<file path="config.mk">
export PLATFORM = sky130hd
export DESIGN_NAME = ps2_kbd_ctrl
export DESIGN_NICKNAME = d
export VERILOG_FILES = /design/src/rtl/ps2_kbd_pkg.sv /design/src/rtl/ps2_scan_decoder.sv /design/src/rtl/ps2_kbd_ctrl.sv
export SDC_FILE = /design/constraint.sdc
export NUM_CORES = 1
export LEC_CHECK = 0
export ABC_AREA = 1
export CORE_UTILIZATION = 25
export DETAILED_ROUTE_END_ITERATION = 6
export MAX_ROUTING_LAYER = met4
export SLEW_MARGIN = 20
export SYNTH_ARGS = -nofsm -noshare
export SYNTH_HDL_FRONTEND = slang
export SYNTH_HIERARCHICAL = 1
export SYNTH_SLANG_ARGS = --single-unit
</file>
<file path="constraint.sdc">
create_clock -name clk_clk -period 2.1 [get_ports clk_clk]
set_input_delay 0.315 -clock clk_clk [delete_from_list [all_inputs] [get_ports clk_clk]]
set_output_delay 0.315 -clock clk_clk [all_outputs]
set_load 0.05 [all_outputs]
</file>
<file path="src/rtl/ps2_kbd_pkg.sv">
// Shared types and byte constants for the PS/2 keyboard controller slice.
package ps2_kbd_pkg;

  typedef enum logic [2:0] {
    RST_SEND,
    RST_ACK,
    RST_BAT,
    IDLE,
    LED_CMD,
    LED_ACK,
    LED_ARG,
    LED_ARG_ACK
  } kbd_state_t;

  localparam logic [7:0] CMD_RESET    = 8'hFF;
  localparam logic [7:0] CMD_SET_LED  = 8'hED;
  localparam logic [7:0] RSP_ACK      = 8'hFA;
  localparam logic [7:0] RSP_RESEND   = 8'hFE;
  localparam logic [7:0] RSP_BAT_OK   = 8'hAA;
  localparam logic [7:0] RSP_BAT_FAIL = 8'hFC;
  localparam logic [7:0] RSP_ECHO     = 8'hEE;
  localparam logic [7:0] SC_OVERRUN0  = 8'h00;
  localparam logic [7:0] SC_OVERRUN1  = 8'hFF;
  localparam logic [7:0] PFX_EXT      = 8'hE0;
  localparam logic [7:0] PFX_BRK      = 8'hF0;
  localparam logic [7:0] PFX_PAUSE    = 8'hE1;

  typedef struct packed {
    logic [7:0] code;
    logic       ext;
    logic       brk;
  } key_evt_t;

  // Bytes the command FSM claims while it is waiting for a response.
  function automatic logic is_rsp(input logic [7:0] b);
    return b inside {RSP_ACK, RSP_RESEND, RSP_BAT_OK, RSP_BAT_FAIL};
  endfunction

  // Bytes that never become key events (overrun, echo, stray responses).
  function automatic logic is_noise(input logic [7:0] b);
    return b inside {SC_OVERRUN0, SC_OVERRUN1, RSP_ECHO, RSP_BAT_OK, RSP_ACK};
  endfunction

endpackage

</file>
<file path="src/rtl/ps2_scan_decoder.sv">
// Scan-code set 2 decoder: E0/F0 prefixes, E1 pause discard, one-deep event register.
// Optional typematic repeat suppression with PS2_TYPEMATIC_FILTER_EN.
module ps2_scan_decoder
  import ps2_kbd_pkg::*;
(
  input  logic       clk,
  input  logic       rst_n,
  input  logic [7:0] byte_data,
  input  logic       byte_valid,
  input  logic       evt_ready,
`ifdef PS2_TYPEMATIC_FILTER_EN
  input  logic       filt_clr,
`endif
  output key_evt_t   evt,
  output logic       evt_valid
);

  logic       ext_q, ext_d;
  logic       brk_q, brk_d;
  logic [2:0] disc_q, disc_d;
  logic       cand;
  key_evt_t   cand_evt;
  logic       emit;
  key_evt_t   evt_q;
  logic       vld_q;

  always_comb begin
    ext_d         = ext_q;
    brk_d         = brk_q;
    disc_d        = disc_q;
    cand          = 1'b0;
    cand_evt.code = byte_data;
    cand_evt.ext  = ext_q;
    cand_evt.brk  = brk_q;
    if (byte_valid) begin
      if (disc_q != 3'd0) begin
        // Pause has no break code; the tail of the sequence is swallowed whole.
        disc_d = disc_q - 3'd1;
        if (disc_q == 3'd1) begin
          cand          = 1'b1;
          cand_evt.code = PFX_PAUSE;
          cand_evt.ext  = 1'b0;
          cand_evt.brk  = 1'b0;
        end
      end else if (byte_data == PFX_PAUSE) begin
        disc_d = 3'd7;
        ext_d  = 1'b0;
        brk_d  = 1'b0;
      end else if (byte_data == PFX_EXT) begin
        ext_d = 1'b1;
      end else if (byte_data == PFX_BRK) begin
        brk_d = 1'b1;
      end else if (!is_noise(byte_data)) begin
        cand  = 1'b1;
        ext_d = 1'b0;
        brk_d = 1'b0;
      end
    end
  end

`ifdef PS2_TYPEMATIC_FILTER_EN
  logic       filt_vld_q;
  logic [7:0] filt_code_q;
  logic       filt_ext_q;
  logic       filt_hit;

  assign filt_hit = filt_vld_q && (filt_code_q == cand_evt.code) && (filt_ext_q == cand_evt.ext);
  assign emit     = cand && !(filt_hit && !cand_evt.brk);

  always_ff @(posedge clk or negedge rst_n) begin
    if (!rst_n) begin
      filt_vld_q  <= 1'b0;
      filt_code_q <= 8'h00;
      filt_ext_q  <= 1'b0;
    end else if (filt_clr) begin
      filt_vld_q  <= 1'b0;
      filt_code_q <= 8'h00;
      filt_ext_q  <= 1'b0;
    end else if (emit) begin
      if (!cand_evt.brk) begin
        filt_vld_q  <= 1'b1;
        filt_code_q <= cand_evt.code;
        filt_ext_q  <= cand_evt.ext;
      end else if (filt_hit) begin
        filt_vld_q <= 1'b0;
      end
    end
  end
`else
  assign emit = cand;
`endif

  always_ff @(posedge clk or negedge rst_n) begin
    if (!rst_n) begin
      ext_q  <= 1'b0;
      brk_q  <= 1'b0;
      disc_q <= 3'd0;
      evt_q  <= '0;
      vld_q  <= 1'b0;
    end else begin
      ext_q  <= ext_d;
      brk_q  <= brk_d;
      disc_q <= disc_d;
      // A byte is only accepted when the register is empty or draining this cycle.
      if (emit) begin
        evt_q <= cand_evt;
        vld_q <= 1'b1;
      end else if (evt_ready) begin
        vld_q <= 1'b0;
      end
    end
  end

  assign evt       = evt_q;
  assign evt_valid = vld_q;

endmodule

</file>
<file path="src/rtl/ps2_kbd_ctrl.sv">
// PS/2 keyboard controller: init/LED command sequencing over the PS/2 host core,
// scan-code decoding into key events. Optional typematic filter: PS2_TYPEMATIC_FILTER_EN.
module ps2_kbd_ctrl
  import ps2_kbd_pkg::*;
#(
  parameter int CLK_HZ             = 50000000,
  parameter int ACK_TIMEOUT_CYCLES = CLK_HZ / 50,
  parameter int BAT_TIMEOUT_CYCLES = CLK_HZ,
  parameter int RETRIES            = 3
) (
  input  logic       clk_clk,
  input  logic       reset_reset_n,
  output logic [7:0] cmd_data,
  output logic       cmd_valid,
  input  logic       cmd_ready,
  input  logic [7:0] rx_data,
  input  logic       rx_valid,
  output logic       rx_ready,
  input  logic [2:0] led_state,
  input  logic       led_update,
  output logic [7:0] key_code,
  output logic       key_ext,
  output logic       key_break,
  output logic       key_valid,
  input  logic       key_ready,
  output logic       kbd_ok,
  output logic       err_pulse
);

  localparam int TMR_W = $clog2(BAT_TIMEOUT_CYCLES + 1);
  localparam int RTY_W = $clog2(RETRIES + 1);
  localparam logic [TMR_W-1:0] ACK_LAST = TMR_W'(ACK_TIMEOUT_CYCLES - 1);
  localparam logic [TMR_W-1:0] BAT_LAST = TMR_W'(BAT_TIMEOUT_CYCLES - 1);
  localparam logic [RTY_W-1:0] RTY_LAST = RTY_W'(RETRIES - 1);

  kbd_state_t       state_q, state_d, resend_st;
  logic [TMR_W-1:0] timer_q, timer_d;
  logic [RTY_W-1:0] rty_q, rty_d;
  logic             cmd_valid_q, cmd_valid_d;
  logic [7:0]       cmd_data_q, cmd_data_d;
  logic             kbd_ok_q, kbd_ok_d;
  logic             err_q, err_d;
  logic             led_pend_q;
  logic [2:0]       led_arg_q, led_arg_d;
  logic             enter_led;
  logic             retry;
  logic             rx_en_q;
  logic             in_ack, rx_fire, rsp_fire, dec_valid;
  logic             ack_to, bat_to;
  key_evt_t         evt;

  // rx_en keeps rx_ready low while the block is held in reset.
  assign rx_ready  = rx_en_q && !(key_valid && !key_ready);
  assign rx_fire   = rx_valid && rx_ready;
  assign in_ack    = state_q inside {RST_ACK, RST_BAT, LED_ACK, LED_ARG_ACK};
  assign rsp_fire  = rx_fire && in_ack && is_rsp(rx_data);
  assign dec_valid = rx_fire && !(in_ack && is_rsp(rx_data));
  assign ack_to    = (timer_q == ACK_LAST);
  assign bat_to    = (timer_q == BAT_LAST);

  always_comb begin
    state_d     = state_q;
    timer_d     = timer_q;
    rty_d       = rty_q;
    cmd_valid_d = cmd_valid_q;
    cmd_data_d  = cmd_data_q;
    kbd_ok_d    = kbd_ok_q;
    err_d       = 1'b0;
    led_arg_d   = led_arg_q;
    enter_led   = 1'b0;
    retry       = 1'b0;
    resend_st   = RST_SEND;
    if (in_ack) timer_d = timer_q + 1'b1;

    case (state_q)
      RST_SEND: begin
        if (!cmd_valid_q) begin
          cmd_valid_d = 1'b1;
          cmd_data_d  = CMD_RESET;
        end else if (cmd_ready) begin
          cmd_valid_d = 1'b0;
          timer_d     = '0;
          state_d     = RST_ACK;
        end
      end
      RST_ACK: begin
        resend_st = RST_SEND;
        if (rsp_fire && rx_data == RSP_ACK) begin
          state_d = RST_BAT;
          timer_d = '0;
          rty_d   = '0;
        end else if ((rsp_fire && rx_data == RSP_RESEND) || ack_to) begin
          retry = 1'b1;
        end
      end
      RST_BAT: begin
        if (rsp_fire && rx_data == RSP_BAT_OK) begin
          kbd_ok_d = 1'b1;
          state_d  = IDLE;
        end else if ((rsp_fire && rx_data == RSP_BAT_FAIL) || bat_to) begin
          err_d = 1'b1;
        end
      end
      IDLE: begin
        if (led_pend_q) begin
          enter_led = 1'b1;
          led_arg_d = led_state;
          state_d   = LED_CMD;
        end
      end
      LED_CMD: begin
        if (!cmd_valid_q) begin
          cmd_valid_d = 1'b1;
          cmd_data_d  = CMD_SET_LED;
        end else if (cmd_ready) begin
          cmd_valid_d = 1'b0;
          timer_d     = '0;
          state_d     = LED_ACK;
        end
      end
      LED_ACK: begin
        resend_st = LED_CMD;
        if (rsp_fire && rx_data == RSP_ACK) begin
          state_d = LED_ARG;
          rty_d   = '0;
        end else if ((rsp_fire && rx_data == RSP_RESEND) || ack_to) begin
          retry = 1'b1;
        end
      end
      LED_ARG: begin
        if (!cmd_valid_q) begin
          cmd_valid_d = 1'b1;
          cmd_data_d  = {5'b0, led_arg_q};
        end else if (cmd_ready) begin
          cmd_valid_d = 1'b0;
          timer_d     = '0;
          state_d     = LED_ARG_ACK;
        end
      end
      LED_ARG_ACK: begin
        resend_st = LED_ARG;
        if (rsp_fire && rx_data == RSP_ACK) begin
          state_d = IDLE;
          rty_d   = '0;
        end else if ((rsp_fire && rx_data == RSP_RESEND) || ack_to) begin
          retry = 1'b1;
        end
      end
      default: state_d = RST_SEND;
    endcase

    // Retries return to the send state without re-latching the LED argument.
    if (retry) begin
      if (rty_q == RTY_LAST) begin
        err_d = 1'b1;
      end else begin
        rty_d   = rty_q + 1'b1;
        state_d = resend_st;
      end
    end

    if (err_d) begin
      state_d  = RST_SEND;
      kbd_ok_d = 1'b0;
      rty_d    = '0;
    end
  end

  always_ff @(posedge clk_clk or negedge reset_reset_n) begin
    if (!reset_reset_n) begin
      state_q     <= RST_SEND;
      timer_q     <= '0;
      rty_q       <= '0;
      cmd_valid_q <= 1'b0;
      cmd_data_q  <= 8'h00;
      kbd_ok_q    <= 1'b0;
      err_q       <= 1'b0;
      led_pend_q  <= 1'b0;
      led_arg_q   <= 3'b000;
      rx_en_q     <= 1'b0;
    end else begin
      state_q     <= state_d;
      timer_q     <= timer_d;
      rty_q       <= rty_d;
      cmd_valid_q <= cmd_valid_d;
      cmd_data_q  <= cmd_data_d;
      kbd_ok_q    <= kbd_ok_d;
      err_q       <= err_d;
      // A request arriving while one is pending or in flight folds into one more sequence.
      led_pend_q  <= (led_pend_q && !enter_led) || led_update;
      led_arg_q   <= led_arg_d;
      rx_en_q     <= 1'b1;
    end
  end

  ps2_scan_decoder u_dec (
    .clk        (clk_clk),
    .rst_n      (reset_reset_n),
    .byte_data  (rx_data),
    .byte_valid (dec_valid),
    .evt_ready  (key_ready),
`ifdef PS2_TYPEMATIC_FILTER_EN
    .filt_clr   (err_d),
`endif
    .evt        (evt),
    .evt_valid  (key_valid)
  );

  assign cmd_valid = cmd_valid_q;
  assign cmd_data  = cmd_data_q;
  assign kbd_ok    = kbd_ok_q;
  assign err_pulse = err_q;
  assign key_code  = evt.code;
  assign key_ext   = evt.ext;
  assign key_break = evt.brk;

endmodule

</file>
# [Word level (Yosys, flattened, before mapping)]
# Index checks and enable logic that the tools add are counted.
[classes] addsub=3 n_eq_ne=27 n_mux=66 bitwise=1 n_reduce_logical=38
[ops] operator="26-bit two-way mux" n=4
[ops] operator="8-bit == test, second input constant" n=9
[ops] operator="26-bit one-hot mux with 2 select lines" n=1
[ops] operator="3-bit two-way mux" n=16
[ops] operator="1-bit two-way mux" n=31
[ops] operator="10-bit two-way mux" n=3
[ops] operator="26-bit by 1-bit adder with 26-bit output, second input constant" n=1
[ops] operator="26-bit by 20-bit == test with 1-bit output, second input constant" n=1
[ops] operator="26-bit == test, second input constant" n=1
[ops] operator="8-bit two-way mux" n=3
[ops] operator="3-bit one-hot mux with 8 select lines" n=1
[ops] operator="8-bit one-hot mux with 3 select lines" n=1
[ops] operator="3-bit == test, second input constant" n=4
[ops] operator="1-bit logical AND" n=12
[ops] operator="4-bit AND reduction" n=3
[ops] operator="2-bit two-way mux" n=5
[ops] operator="3-bit by 1-bit inequality test with 1-bit output, second input constant" n=3
[ops] operator="8-bit zero test" n=1
[ops] operator="2-bit nonzero test" n=4
[ops] operator="4-bit nonzero test" n=2
[ops] operator="3-bit by 1-bit == test with 1-bit output, second input constant" n=2
[ops] operator="3-bit by 2-bit == test with 1-bit output, second input constant" n=2
[ops] operator="2-bit inequality test, second input constant" n=3
[ops] operator="3-bit one-hot mux with 2 select lines" n=1
[ops] operator="12 further kinds" n=21
[totals] ff_bits=63 in_bits=17 out_inout_bits=23

# [Logic depth before layout (Yosys ltp)]
# Gate-level depths: netlist of the first run.
[depth] depth_word=16 mapped_depth=12

# [Hierarchy]
# The synthesis of the first run kept the hierarchy.
[modules_own_cells] mod="ps2_kbd_ctrl" n_inst=1 cells_each=390 area_each_um2=2727.6 seq_area_each_um2=1101.1
[modules_own_cells] mod="ps2_scan_decoder" n_inst=1 cells_each=140 area_each_um2=965.9 seq_area_each_um2=400.4

# [Worst setup path before layout of the first run]
# No wires, ideal clock.
[synth_path] kind="flip-flop to flip-flop" startpoint="register u_dec.vld_q (netlist: u_dec/evt_valid)" endpoint="register u_dec.disc_q[0]" setup_ns=0.127 arrival_ns=1.753 required_time_ns=1.973 path_slack_ns=0.220 path_stages_with_launch=8 path_buffers=0 cell_sequence="dfrtp_1 -> inv_1 -> o21ai_0 -> nor2_1 -> a21boi_0 -> nand2_1 -> nor3_1 -> a21oi_1"
[synth_between] elab_chain_cells=6
[synth_rtl] item="start, declared" line="ps2_scan_decoder.sv:25" text="logic vld_q;"
[synth_rtl] item="start signal, assigned" line="ps2_scan_decoder.sv:99" text="vld_q <= 1'b0;"
[synth_rtl] item="start signal, assigned" line="ps2_scan_decoder.sv:107" text="vld_q <= 1'b1;"
[synth_rtl] item="start signal, assigned" line="ps2_scan_decoder.sv:109" text="vld_q <= 1'b0;"
[synth_rtl] item="1-bit logical AND" line="ps2_kbd_ctrl.sv:53" text="assign rx_ready = rx_en_q && !(key_valid && !key_ready);"
[synth_rtl] item="1-bit zero test" line="ps2_kbd_ctrl.sv:53"
[synth_rtl] item="1-bit logical AND" line="ps2_kbd_ctrl.sv:53"
[synth_rtl] item="1-bit logical AND" line="ps2_kbd_ctrl.sv:54" text="assign rx_fire = rx_valid && rx_ready;"
[synth_rtl] item="1-bit logical AND" line="ps2_kbd_ctrl.sv:57" text="assign dec_valid = rx_fire && !(in_ack && is_rsp(rx_data));"
[synth_rtl] item="net dec_valid" line="ps2_kbd_ctrl.sv:48" text="logic in_ack, rx_fire, rsp_fire, dec_valid;"
[synth_rtl] item="2-bit AND reduction (no line)"
[synth_rtl] item="end signal, assigned" line="ps2_scan_decoder.sv:103" text="disc_q <= disc_d;"
[synth_rtl] item="end, declared" line="ps2_scan_decoder.sv:20" text="logic [2:0] disc_q, disc_d;"
# The timed path passes the listed nets, and every way through them passes these cells.
# A chain may end at the register's enable or synchronous reset.

# [Worst setup path in the final report of the first run]
[layout_path] startpoint="input rx_data[2]" endpoint="register u_dec.ext_q"
[layout_between] elab_chain_cells=6
[layout_rtl] item="start, declared" line="ps2_kbd_ctrl.sv:16" text="input logic [7:0] rx_data,"
[layout_rtl] item="8-bit == test" line="ps2_kbd_pkg.sv:36" text="return b inside {RSP_ACK, RSP_RESEND, RSP_BAT_OK, RSP_BAT_FAIL};"
[layout_rtl] item="4-bit nonzero test *" line="ps2_kbd_pkg.sv:36"
[layout_rtl] item="1-bit logical AND *" line="ps2_kbd_ctrl.sv:57"
[layout_rtl] item="1-bit zero test *" line="ps2_kbd_ctrl.sv:57"
[layout_rtl] item="1-bit logical AND *" line="ps2_kbd_ctrl.sv:57"
[layout_rtl] item="net dec_valid" line="ps2_kbd_ctrl.sv:48"
[layout_rtl] item="4-bit AND reduction (no line) *"
[layout_rtl] item="end signal, assigned" line="ps2_scan_decoder.sv:101" text="ext_q <= ext_d;"
[layout_rtl] item="end, declared" line="ps2_scan_decoder.sv:18" text="logic ext_q, ext_d;"
# Mark *: on every way through the listed nets, which the timed path passes. The rest lies on a longest branch.

==> impl_summary.md, run 1 <==
Outcome
The run finished, with violations left. The final reports fail on hold timing.

GRT
The combined global-route utilization of all metal layers is 12.8%. The first global-routing pass estimated 14600 um of wire. After global routing the overflow that remains totals 0. The number of global-route vias before repair is 3237. Entering global routing, the biggest net connects 37 pins. The number of antenna violations at the first check in global routing is 0.

Timing
For the final database, setup skew stands at 11.1 ps. The minimum hold slack is -11.0 ps. The period utilization is 91.6%.

The final-report hold violation count is 11. At the pin with the least slew margin, the transition time is 602 ps. Subtracting the final worst setup slack from the clock period gives 1920 ps. The timing-limited maximum frequency is 520 MHz. Setup repair after global routing left no endpoint under its margin. The final count of negative-setup-slack endpoints is 0. Setup total negative slack on the finished layout was measured at 0 ps. The final max-slew violation count is 0.

The headroom to the max-slew limit is 59.8%.

Synthesis
The post-synthesis cell type count is 36. The synthesized design contains 60 register bits. The sequential cell area fraction in the yosys report is 40.7%.

Counting flops with an async set or reset pin after synthesis yields a share of 100%. The post-synthesis net count is 551. The synthesized instance count is 530.

During synthesis, Yosys emitted a total of 6 warnings. After synthesis, the mean cell area works out to 6.97 um2. The main flop type after synthesis is dfrtp_1. The summed instance area of the synthesized netlist is 0.00369 mm2. The number of enable-type register cells in the synthesized netlist is 0.

Clocking
In this run, CTS created clock tree buffers numbering 9. After clock tree synthesis, the setup repair step added 0 buffers. After clock tree synthesis, the repair step resized 0 gates. In this run the clock root is driven by a clkbuf_16. The number of hold buffers added after CTS is 0. The clock tree from TritonCTS is yes. The number of H-tree levels is 3.

The source-to-sink clock delay at the later pin of the worst-skew pair is 340 ps. The maximum clock insertion buffer count is 2. After clock tree synthesis, the clock-pin slew on the worst setup and hold paths is 50 ps. For this design, the sink count on the clock tree is 60.

Floorplan
The die height is 124 um. The floorplan row count is 44. The region available for standard cell placement spans 0.0145 mm2. The width of the die is 124 um. The floorplan step defined a die boundary enclosing 0.0153 mm2. The effective utilization at floorplan is 25.5%. The I/O pin count is 40.

Critical path
Together, buffers and inverters on the worst path number 3. Data on the critical path arrives at its endpoint at 2130 ps. STA classifies the critical path startpoint as an input pin.

The largest fanout on the critical path is 4. The kind of cell adding the most delay to the critical path is buffers and inverters. In this run the worst setup path begins at rx_data[2].

Traced cell by cell, the critical path runs through clkdlybuf4s50_1 > nor2_1 > nand3_1 > inv_1 > or2_2 > a21boi_0 > buf_4 > nand2_1 > o21ai_0 > o21ai_0. The cell with the largest stage delay on the worst path is clkdlybuf4s50_1. The most used cell along the critical path is o21ai_0. The endpoint class of the critical path is a register. The largest single stage delay on the critical path is 520 ps. The classification of the worst setup path is input pin to register. STA puts the critical path data required time at 2310 ps. The startpoint identified for the worst register-to-register timing path is state_q[2]$_DFF_PN0_.

Power and ir drop
Power spread over the standard cell area amounts to 1080 mW/mm2. The analysis attributes to net switching a power of 2.06 mW. The fraction of power consumed by sequential logic is 31.2%.

The share of total power consumed by net switching is 40.0%. The part of the total power dissipated in the clock network is 29.3%. In this run the static leakage power is 2.40 nW.

Across the VDD grid, the largest voltage drop is 372 uV. The internal power of the cells is 3.09 mW. Per report_power, the combinational group accounts for 39.5% of the total.

Finish
The post-synthesis to final-layout area growth is 29.1%. After the flow finishes, the layout carries non-filler instances totaling 787. The leading cell type in the layout, fill and taps excluded is nand2_1. In the layout the commonest cells are 151 x nand2_1, 81 x nor2_1, 79 x inv_1. The number of nets in the layout is 619. The layout cell share with drive strength beyond 1 is 12.3%. The count of antenna diodes in the layout is 0. The filler cell count in the final layout is 1500.

Drt
The detail route stage leaves a number of antenna-violating nets equal to 0. The detailed router finished its first iteration with 163 violations. The detailed router placed 3365 vias in this run. The per-cell via count in the routed design is 4.28. The final wirelength is 8660 um.

The detailed-routing iteration count for the pre-antenna-repair pass is 4. The average wire per standard cell is 11.0 um. In the routed design, unresolved DRC markers number 0.

Place
Counting tap cells, the placed design contains a total of 771 instances. Summed over all nets, the half-perimeter wirelength after detailed placement is 6650 um. At the end of routability-driven placement, the weighted congestion stood at 0.850. Port buffering added 39 buffers.

Hold path
The type of the most critical hold path is input pin to async pin.

Run
The number of violations of the max-capacitance limit is 0.
==> sequential cells by signal, indices dropped and copies added, names as in the netlist, 2 cells and up <==
register	count
state_q	3
u_dec/evt	10
led_arg_q	3
timer_q	26
u_dec/disc_q	3
cmd_data	5
rty_q	2
==> synth_stat cells, types with 2 or more instances <==
master	instances	area share, %
a21oi_1	10	1.4
buf_2	3	0.41
buf_4	4	0.81
buf_6	3	0.91
dfrtp_1	60	41
ha_1	4	1.4
inv_1	79	8.0
inv_2	6	0.61
mux2_2	3	0.91
nand2_1	151	15
nand2_2	5	0.85
nand2_4	4	1.2
nand3_1	37	5.0
nand4_1	15	2.5
nor2_1	81	8.2
nor2_2	5	0.85
nor3_1	11	1.5
nor3_2	2	0.54
o21ai_0	14	1.9
o21ai_1	3	0.41
o22a_1	2	0.47
or2_2	2	0.34
xor2_1	13	3.1
==> layout make-up <==
type	count	area, um2	share of cell area [%]
Tap cell	184	230	4.83
Clock buffer	12	256	5.38
Inverter	85	319	6.69
Multi-Input combinational cell	375	1790	37.6
Sequential cell	60	1500	31.5
Timing Repair Buffer	67	618	13.0
Clock inverter	4	47.5	0.997
==> logic make-up (layout without fill, tap and decap cells) <==
| logic type | count (synthesis) | in the layout | share of synthesized area (%) |
|---|---|---|---|
| compound gates | 37 | 37 | 5.83 |
| xor+xnor | 14 | 14 | 3.32 |
| fa+ha+maj | 4 | 4 | 1.36 |
| buf+inv | 95 | 168 | 10.8 |
| flops | 60 | 60 | 40.7 |
| mux | 3 | 3 | 0.915 |
| other cells | 1 | 1 | 0.102 |
| simple gates | 316 | 316 | 37.1 |
==> power groups by stage <==
stage | logic, mW | clock network (mW) | registers (mW)
after global routing | 2.24 | 1.59 | 1.65
after floorplan | 1.07 | 0 | 2.02
after detailed placement | 2.05 | 0 | 1.63
final | 2.03 | 1.51 | 1.61
after global placement | 2.04 | 0 | 1.63
after CTS | 2.05 | 1.54 | 1.61
==> final timing paths <==
path                                             to  slack [ps]  cells past startpoint
max                         u_dec/ext_q$_DFFE_PN0P_         180                     10
min                            timer_q[2]$_DFF_PN0_         -10                      1
max reg2reg                 u_dec/ext_q$_DFFE_PN0P_         270                      9
min reg2reg                u_dec/evt[4]$_DFFE_PN0P_         480                      2
max in group asynchronous      state_q[2]$_DFF_PN0_        1510                      2
min in group clk_clk       u_dec/evt[4]$_DFFE_PN0P_         480                      2
==> metrics by stage <==
stage	power, mW	cell area (um2)	worst slack (ps)	utilization [%]
floorplan	3.09	3690	220	-
global placement	3.67	4460	-86.2	30.8
detailed placement	3.67	4460	-143	30.8
CTS	5.21	4770	162	32.9
global route	5.48	4770	35.0	32.9
finish	5.15	4770	177	32.9
==> layer usage <==
metal	vias to the layer above	share of wire, %	track usage [%]
li1	1789	-	-
met1	1519	47	15.7
met2	43	48	20.5
met3	14	2.5	2.54
met4	0	2.3	5.50
met5	-	0	-
Note: power is estimated with default switching activity, not from simulation.
==> run 2: changes to the inputs <==
--- a/config.mk
+++ b/config.mk
@@ -9,7 +9,6 @@
 export CORE_UTILIZATION = 25
 export DETAILED_ROUTE_END_ITERATION = 6
 export MAX_ROUTING_LAYER = met4
-export SLEW_MARGIN = 20
 export SYNTH_ARGS = -nofsm -noshare
 export SYNTH_HDL_FRONTEND = slang
 export SYNTH_HIERARCHICAL = 1
==> results of run 2 <==
No change in the layout: final DEF, timing and power equal those of run 1.
